--- src/rtl/pc_ctrl.sv ---
// pc_ctrl - program counter and redirect/flush controller for an in-order pipeline.
//
// Purpose:
//   Produces the fetch address each cycle. After reset the block waits one
//   BOOT cycle, then fetches sequentially (pc+4) unless decode requests a stall.
//   A taken branch/jump resolved in EX redirects fetch to the word-aligned
//   target and inserts FLUSH_CYCLES bubble cycles. Misaligned targets are
//   reported with a one-cycle pulse and the raw target is captured.
//
// Parameters:
//   RESET_PC     - pc value loaded on reset
//   FLUSH_CYCLES - bubble cycles after a redirect (1..7)
//
// Ports:
//   clk          in   single clock, rising edge
//   rst          in   synchronous active-high reset
//   stall        in   hazard stall request from decode
//   ex_valid     in   instruction in EX is valid
//   br_taken     in   branch unit resolved a taken branch/jump
//   new_pc[31:0] in   branch target
//   pc[31:0]     out  registered fetch address
//   pc_valid     out  pc is a valid fetch request this cycle
//   flush        out  squash IF/ID and ID/EX
//   misalign     out  one-cycle pulse: last redirect target was misaligned
//   misalign_pc  out  raw target of the last misaligned redirect
//
// Optional feature (macro BR_PERF_EN):
//   br_count[31:0]    out  redirects seen (wraps)
//   flush_count[31:0] out  cycles with flush=1 (wraps)

module pc_ctrl #(
  parameter logic [31:0] RESET_PC     = 32'h0000_0000,
  parameter int          FLUSH_CYCLES = 2
) (
  input  logic        clk,
  input  logic        rst,
  input  logic        stall,
  input  logic        ex_valid,
  input  logic        br_taken,
  input  logic [31:0] new_pc,
  output logic [31:0] pc,
  output logic        pc_valid,
  output logic        flush,
  output logic        misalign,
  output logic [31:0] misalign_pc
`ifdef BR_PERF_EN
  ,
  output logic [31:0] br_count,
  output logic [31:0] flush_count
`endif
);

  typedef enum logic [1:0] {
    S_BOOT  = 2'd0,
    S_RUN   = 2'd1,
    S_FLUSH = 2'd2
  } state_t;

  localparam logic [2:0] FLUSH_INIT = 3'(FLUSH_CYCLES);

  state_t      state_reg, state_next;
  logic [2:0]  cnt_reg, cnt_next;
  logic [31:0] pc_next;
  logic        redirect;

  // Next-state, next-pc and combinational outputs.
  always_comb begin
    state_next = state_reg;
    cnt_next   = cnt_reg;
    pc_next    = pc;
    redirect   = ex_valid & br_taken & (state_reg == S_RUN);
    // Outputs are forced low while reset is asserted so nothing downstream
    // sees a fetch or squash from a state that is about to be discarded.
    flush      = ~rst & (redirect | (state_reg == S_FLUSH));
    pc_valid   = ~rst & (state_reg == S_RUN) & ~redirect;

    case (state_reg)
      S_BOOT: begin
        state_next = S_RUN;
      end
      S_RUN: begin
        // Redirect wins over stall.
        if (redirect) begin
          pc_next    = {new_pc[31:2], 2'b00};
          cnt_next   = FLUSH_INIT;
          state_next = S_FLUSH;
        end else if (!stall) begin
          pc_next = pc + 32'd4;
        end
      end
      S_FLUSH: begin
        // Branch inputs and stall are ignored while bubbles drain.
        cnt_next = cnt_reg - 3'd1;
        if (cnt_reg <= 3'd1) begin
          state_next = S_RUN;
        end
      end
      default: begin
        state_next = S_BOOT;
      end
    endcase
  end

  always_ff @(posedge clk) begin
    if (rst) begin
      state_reg   <= S_BOOT;
      cnt_reg     <= 3'd0;
      pc          <= RESET_PC;
      misalign    <= 1'b0;
      misalign_pc <= 32'd0;
    end else begin
      state_reg <= state_next;
      cnt_reg   <= cnt_next;
      pc        <= pc_next;
      misalign  <= redirect & (new_pc[1:0] != 2'b00);
      if (redirect && (new_pc[1:0] != 2'b00)) begin
        misalign_pc <= new_pc;
      end
    end
  end

`ifdef BR_PERF_EN
  always_ff @(posedge clk) begin
    if (rst) begin
      br_count    <= 32'd0;
      flush_count <= 32'd0;
    end else begin
      if (redirect) br_count <= br_count + 32'd1;
      if (flush)    flush_count <= flush_count + 32'd1;
    end
  end
`endif

endmodule

--- config.mk ---
export PLATFORM = sky130hd
export DESIGN_NAME = pc_ctrl
export DESIGN_NICKNAME = d
export VERILOG_FILES = /design/src/rtl/pc_ctrl.sv
export SDC_FILE = /design/constraint.sdc
export NUM_CORES = 1
export LEC_CHECK = 0
export BUFFER_PORTS_ARGS = -buffer_cell sky130_fd_sc_hd__buf_2
export CELL_PAD_IN_SITES_DETAIL_PLACEMENT = 0
export CELL_PAD_IN_SITES_GLOBAL_PLACEMENT = 1
export CORE_ASPECT_RATIO = 0.8
export CORE_MARGIN = 2
export CORE_UTILIZATION = 37
export CTS_BUF_LIST = sky130_fd_sc_hd__clkbuf_4 sky130_fd_sc_hd__clkbuf_8
export DETAILED_ROUTE_END_ITERATION = 12
export GPL_TIMING_DRIVEN = 0
export PLACE_DENSITY = 0.86
export SLEW_MARGIN = 20
export SYNTH_ARGS = -nofsm -noshare
export SYNTH_HDL_FRONTEND = slang
export SYNTH_SLANG_ARGS = --single-unit
--- constraint.sdc ---
create_clock -name clk -period 2.3 [get_ports clk]
set_input_delay 0.345 -clock clk [delete_from_list [all_inputs] [get_ports clk]]
set_output_delay 0.345 -clock clk [all_outputs]
set_load 0.02 [all_outputs]
Word-level counts from Yosys, hierarchy flattened
Cells that the tools add are included.
Storage, ports and cells
  flip-flop bits (word level): 70
  bits of input ports: 37
  output and inout bits: 67
  word-level logic and storage cells: 36
Operators by class
  add/subtract/negate cells: 2
  magnitude comparators: 1
  equal/unequal tests: 5
  multiplexer cells: 7
  bitwise operators: 9
  reductions and logical operators: 7
Operator list (count)
  32-bit 2-to-1 mux: 2
  32-bit by 3-bit adder with 32-bit output, second input constant: 1
  1-bit bitwise AND: 6
  2-bit case mux with 3 select lines: 1
  3-bit case mux with 2 select lines: 1
  2-bit AND reduction: 3
  2-bit 2-to-1 mux: 2
  2-bit by 1-bit inequality test with 1-bit output, second input constant: 2
  2-bit nonzero test: 2
  3-bit by 1-bit <= comparator with 1-bit output, second input constant: 1
  3-bit 2-to-1 mux: 1
  3-bit by 1-bit subtractor with 3-bit output, second input constant: 1
  2-bit by 1-bit equality test with 1-bit output, second input constant: 1
  2-bit equality test, second input constant: 1
  2-bit logical NOT: 1
  2-bit inequality test, second input constant: 1
  1-bit NOT: 2
  1-bit logical AND: 1
  1-bit OR: 1

Logic depth before layout (Yosys ltp)
  word-level depth: 4
  gate-level depth with buffers: 7
  gate-level depth less buffers: 6

Worst setup path before layout
OpenSTA, ideal clock, no wires.
  path kind: reg2reg
  start: register pc[11]
  end: register pc[24]
  setup time: 86 ps
  arrival: 2058 ps
  data required time: 2214 ps
  setup slack: 156 ps
  cell stages (with the launch flop): 7
  path buffers: 1
  period minus slack after synthesis: 2144 ps
  cells stage by stage: dfxtp_1 -> and4_1 -> or4b_1 -> buf_2 -> nor4_1 -> xnor2_1 -> a211oi_1
On the way
  cells in the longest elaborated chain, start to end: 3
Ends and longest elaborated chain
  start: declaration: line 41  | output logic [31:0] pc,
  start signal: assignment: line 114  | pc <= pc_next;
  32-bit by 3-bit adder with 32-bit output: line 88  | pc_next = pc + 32'd4;
  32-bit 2-to-1 mux: line 87  | end else if (!stall) begin
  32-bit 2-to-1 mux: line 83  | if (redirect) begin
Every way passes these cells. The select of a mux whose other input is x is not followed.
A chain may end at the register's enable or synchronous reset.

Worst setup path after layout
  start: register state_reg[0]
  end: register pc[14]
On the way
  cells in the longest elaborated chain, start to end: 4
  elaborated cells on any way between the ends: 5
  classes of those cells: 2 x eq/ne; 1 x mux; 1 x bitwise; 1 x reduce/logical
Ends and longest elaborated chain
  start: declaration: line 61  | state_t state_reg, state_next;
  start signal: assignment: line 112  | state_reg <= state_next;
  2-bit by 1-bit equality test with 1-bit output *: line 71, 77
  1-bit bitwise AND: line 71  | redirect = ex_valid & br_taken & (state_reg == S_RUN);
  2-bit by 1-bit inequality test with 1-bit output (no line)
  2-bit AND reduction (no line)
Mark *: on every way between the ends. The rest lies on a longest branch, timed or not.

==> flow_summary.yaml <==
die:
  ios: 104
  coreArea_sq_um: 7983
  die-height_um: 85.51
  die_width_um: 105.9
  initial_core_util_pct: 38.50
  dieArea_sq_um: 9055
  rows: 29
cts:
  root_buffer: "clkbuf_8"
  clkSinkCount: 68
  cts_buffer_depth: 2
  clkLatencyLatePin_ns: 0.34
  cts_max_level: 3
  cts_tree: "done"
  path_clk_slew_ns: 0.08
  cts_setup_buffers: 0
  numCtsBuffers: 9
grt:
  grt_use_total_pct: 19.45
  grt_pass1_wl_mm: 13.99
  overflow: 0
  antenna_found_initial: 0
  first_global_vias: 2845
  grt_max_degree: 13
worst_setup_path:
  rrSetupSlack_ns: 0.04
  path_cells: "or3b_1, buf_2, or4_4, buf_6, or3_1, a311oi_1"
  cp.arrival_ns: 2.51
  ff2ff_path_depth: 6
  cp_slowest_cell: "or4_4"
  worst-setup-path-type: "reg -> reg"
  crit_required_ns: 2.55
  cp_max_fo: 7
  critPathMaxStageDelay_ns: 0.52
  endpoint_kind: "flop"
  worst_setup_path_start_kind: "flop"
sta:
  rsz0062_at_grt: "false"
  fin_crit_sh_pct: 98.34
  final-setup-viol-count: 0
  finalHoldWorstSlack_ns: 0.2460
  slew_violations: 0
  worst_pin_slew_ns: 0.9029
  min_period_ns: 2.262
  max_freq_mhz: 442.1
  fin_skew_ns: 0.005813
  hold_viol_final: 0
  relSlewSlack_pct: 39.17
routing:
  drt-total-wl_mm: 8.702
  routed_via_density: 4.947
  ant_nets: 0
  drcViolationCount: 0
  drt-wirelength-per-cell_um: 14.38
  drt_pass1_iterations: 4
  vias: 2993
  drt_iter0_drc: 148
logic_synthesis:
  synth_warnings: 0
  yosysTopAreaCell: "dfxtp_1"
  yosysSeqAreaShare_pct: 44.30
  synth_area_per_cell_sq_um: 8.087
  ys_top_cells_by_area: "dfxtp_1 44%, nand2_1 9.9%, a21oi_1 5.9%"
  yosys.cell_count.top_type: "nand2_1"
  synth_edf_count: 0
  syn_area_sq_um: 3073
  synth_flop_cell: "dfxtp_1"
  synth_top_area_share_pct: 44.30
  synthTopCellsByCount: "81 x nand2_1, 68 x dfxtp_1, 41 x nor2_1, 36 x a21oi_1, 24 x a211oi_1"
  postSynthCellCount: 380
  synthArstFlopShare_pct: 0
  synth.distinct_cells: 41
  ys_seq_elements: 68
pwr:
  finalPower_mw: 2.811
  p_leak_nw: 1.552
  irDropWorstVdd_mv: 0.2907
  power_density_nw_per_um2: 707.6
min_path:
  hp-class: "in -> reg"
  whs_path_depth: 3
cells_and_area:
  antenna_cells: 0
  drive_gt1_share_pct: 28.17
  largest_reg_flops: 32
  fin_nets: 532
  syn_to_final_growth_pct: 29.28
placement:
  place.gp.congestion: 0.8057
  dp_hpwl_mm: 6.528
  io_buffers: 100
run_status:
  status: "finished clean"
run:
  max_cap_violations: 0
==> timing repair <==
action | 4_1_cts | 5_1_grt
setup endpoints to repair | 2 | 27
hold buffers | 0 | 0
hold endpoints to repair | 0 | 0
gates resized for setup | 1 | 7
==> logic make-up (layout without fill, tap and decap cells) <==
| family | count (synthesis) | in the layout | synth area share (%) |
|---|---|---|---|
| buffers and inverters | 36 | 152 | 4.967 |
| other | 1 | 2 | 0.1220 |
| and+or+nand+nor | 172 | 172 | 26.75 |
| xor gates and xnor gates | 27 | 27 | 7.696 |
| AOI/OAI and AO/OA | 73 | 73 | 14.94 |
| DFF | 68 | 68 | 44.30 |
| adders and majority gates | 3 | 3 | 1.222 |
==> area by class of cell <==
cell class | count | area [sq um]
clock buffers | 10 | 137.6
clock inverters | 6 | 87.58
inverters | 9 | 33.78
repair buffers | 100 | 500.5
plain buffers | 27 | 118.9
fillers | 842 | 4010
flip-flops and latches | 68 | 1363
well taps | 108 | 135.1
multi-input cells | 277 | 1597
==> worst max-delay path: cells and delay by family, from the launching register on <==
kind                   cells  cell delay, ns
AND/OR/NAND/NOR            3            1.16
flip-flops                 1            0.38
buffers and inverters      2            0.33
AO/OA/AOI/OAI              1            0.30
==> metal layers <==
layer / GRT usage (%) / vias up / wire length (um)
met1: 26.39 / 1387 / 4271
met4: 5.502 / 0 / 44
met3: 4.635 / 4 / 481
met2: 31.14 / 89 / 3904
met5: 0 / - / 0
li1: - / 1513 / -
==> metrics by stage <==
stage               instance area, sq um  cells  setup WS, ns  setup TNS (ns)  util [%]
floorplan                           3077    381        0.1561               0         -
finish                              3973    605       0.03829               0     49.76
CTS                                 3944    605      0.007702               0     49.40
global placement                    3712    589      -0.03772        -0.05373     46.50
detailed placement                  3712    589      -0.07585         -0.1331     46.50
global route                        3973    605     0.0003817               0     49.76
==> placed cells by master (no fill, tap or decap), types with 4 or more instances in the layout <==
master / count
nor3_2: 4
xor2_1: 7
a211oi_1: 24
buf_2: 102
nand3_1: 9
nor4_2: 6
o21ai_0: 5
dfxtp_1: 67
inv_1: 9
clkbuf_1: 21
or3_1: 6
nor2_1: 41
xnor2_1: 20
a311oi_1: 4
nand4_1: 5
nand2_1: 81
a21oi_1: 36
nor3_1: 5
clkbuf_8: 10
==> report_power, final <==
| part | internal [mW] | total (mW) | switching (mW) |
|---|---|---|---|
| sequential | 1.24 | 1.31 | 0.0659 |
| clock | 0.638 | 1.11 | 0.468 |
| combinational | 0.145 | 0.397 | 0.252 |
==> final timing paths <==
path,start,end
setup / recovery,state_reg[0]$_SDFFE_PP0P_,pc[14]$_SDFFE_PP0P_
hold / removal,new_pc[23],misalign_pc[23]$_SDFFE_PP0P_
setup reg to reg,state_reg[0]$_SDFFE_PP0P_,pc[14]$_SDFFE_PP0P_
hold reg to reg,misalign_pc[29]$_SDFFE_PP0P_,misalign_pc[29]$_SDFFE_PP0P_
No activity file was read; power rests on OpenSTA's default activity.
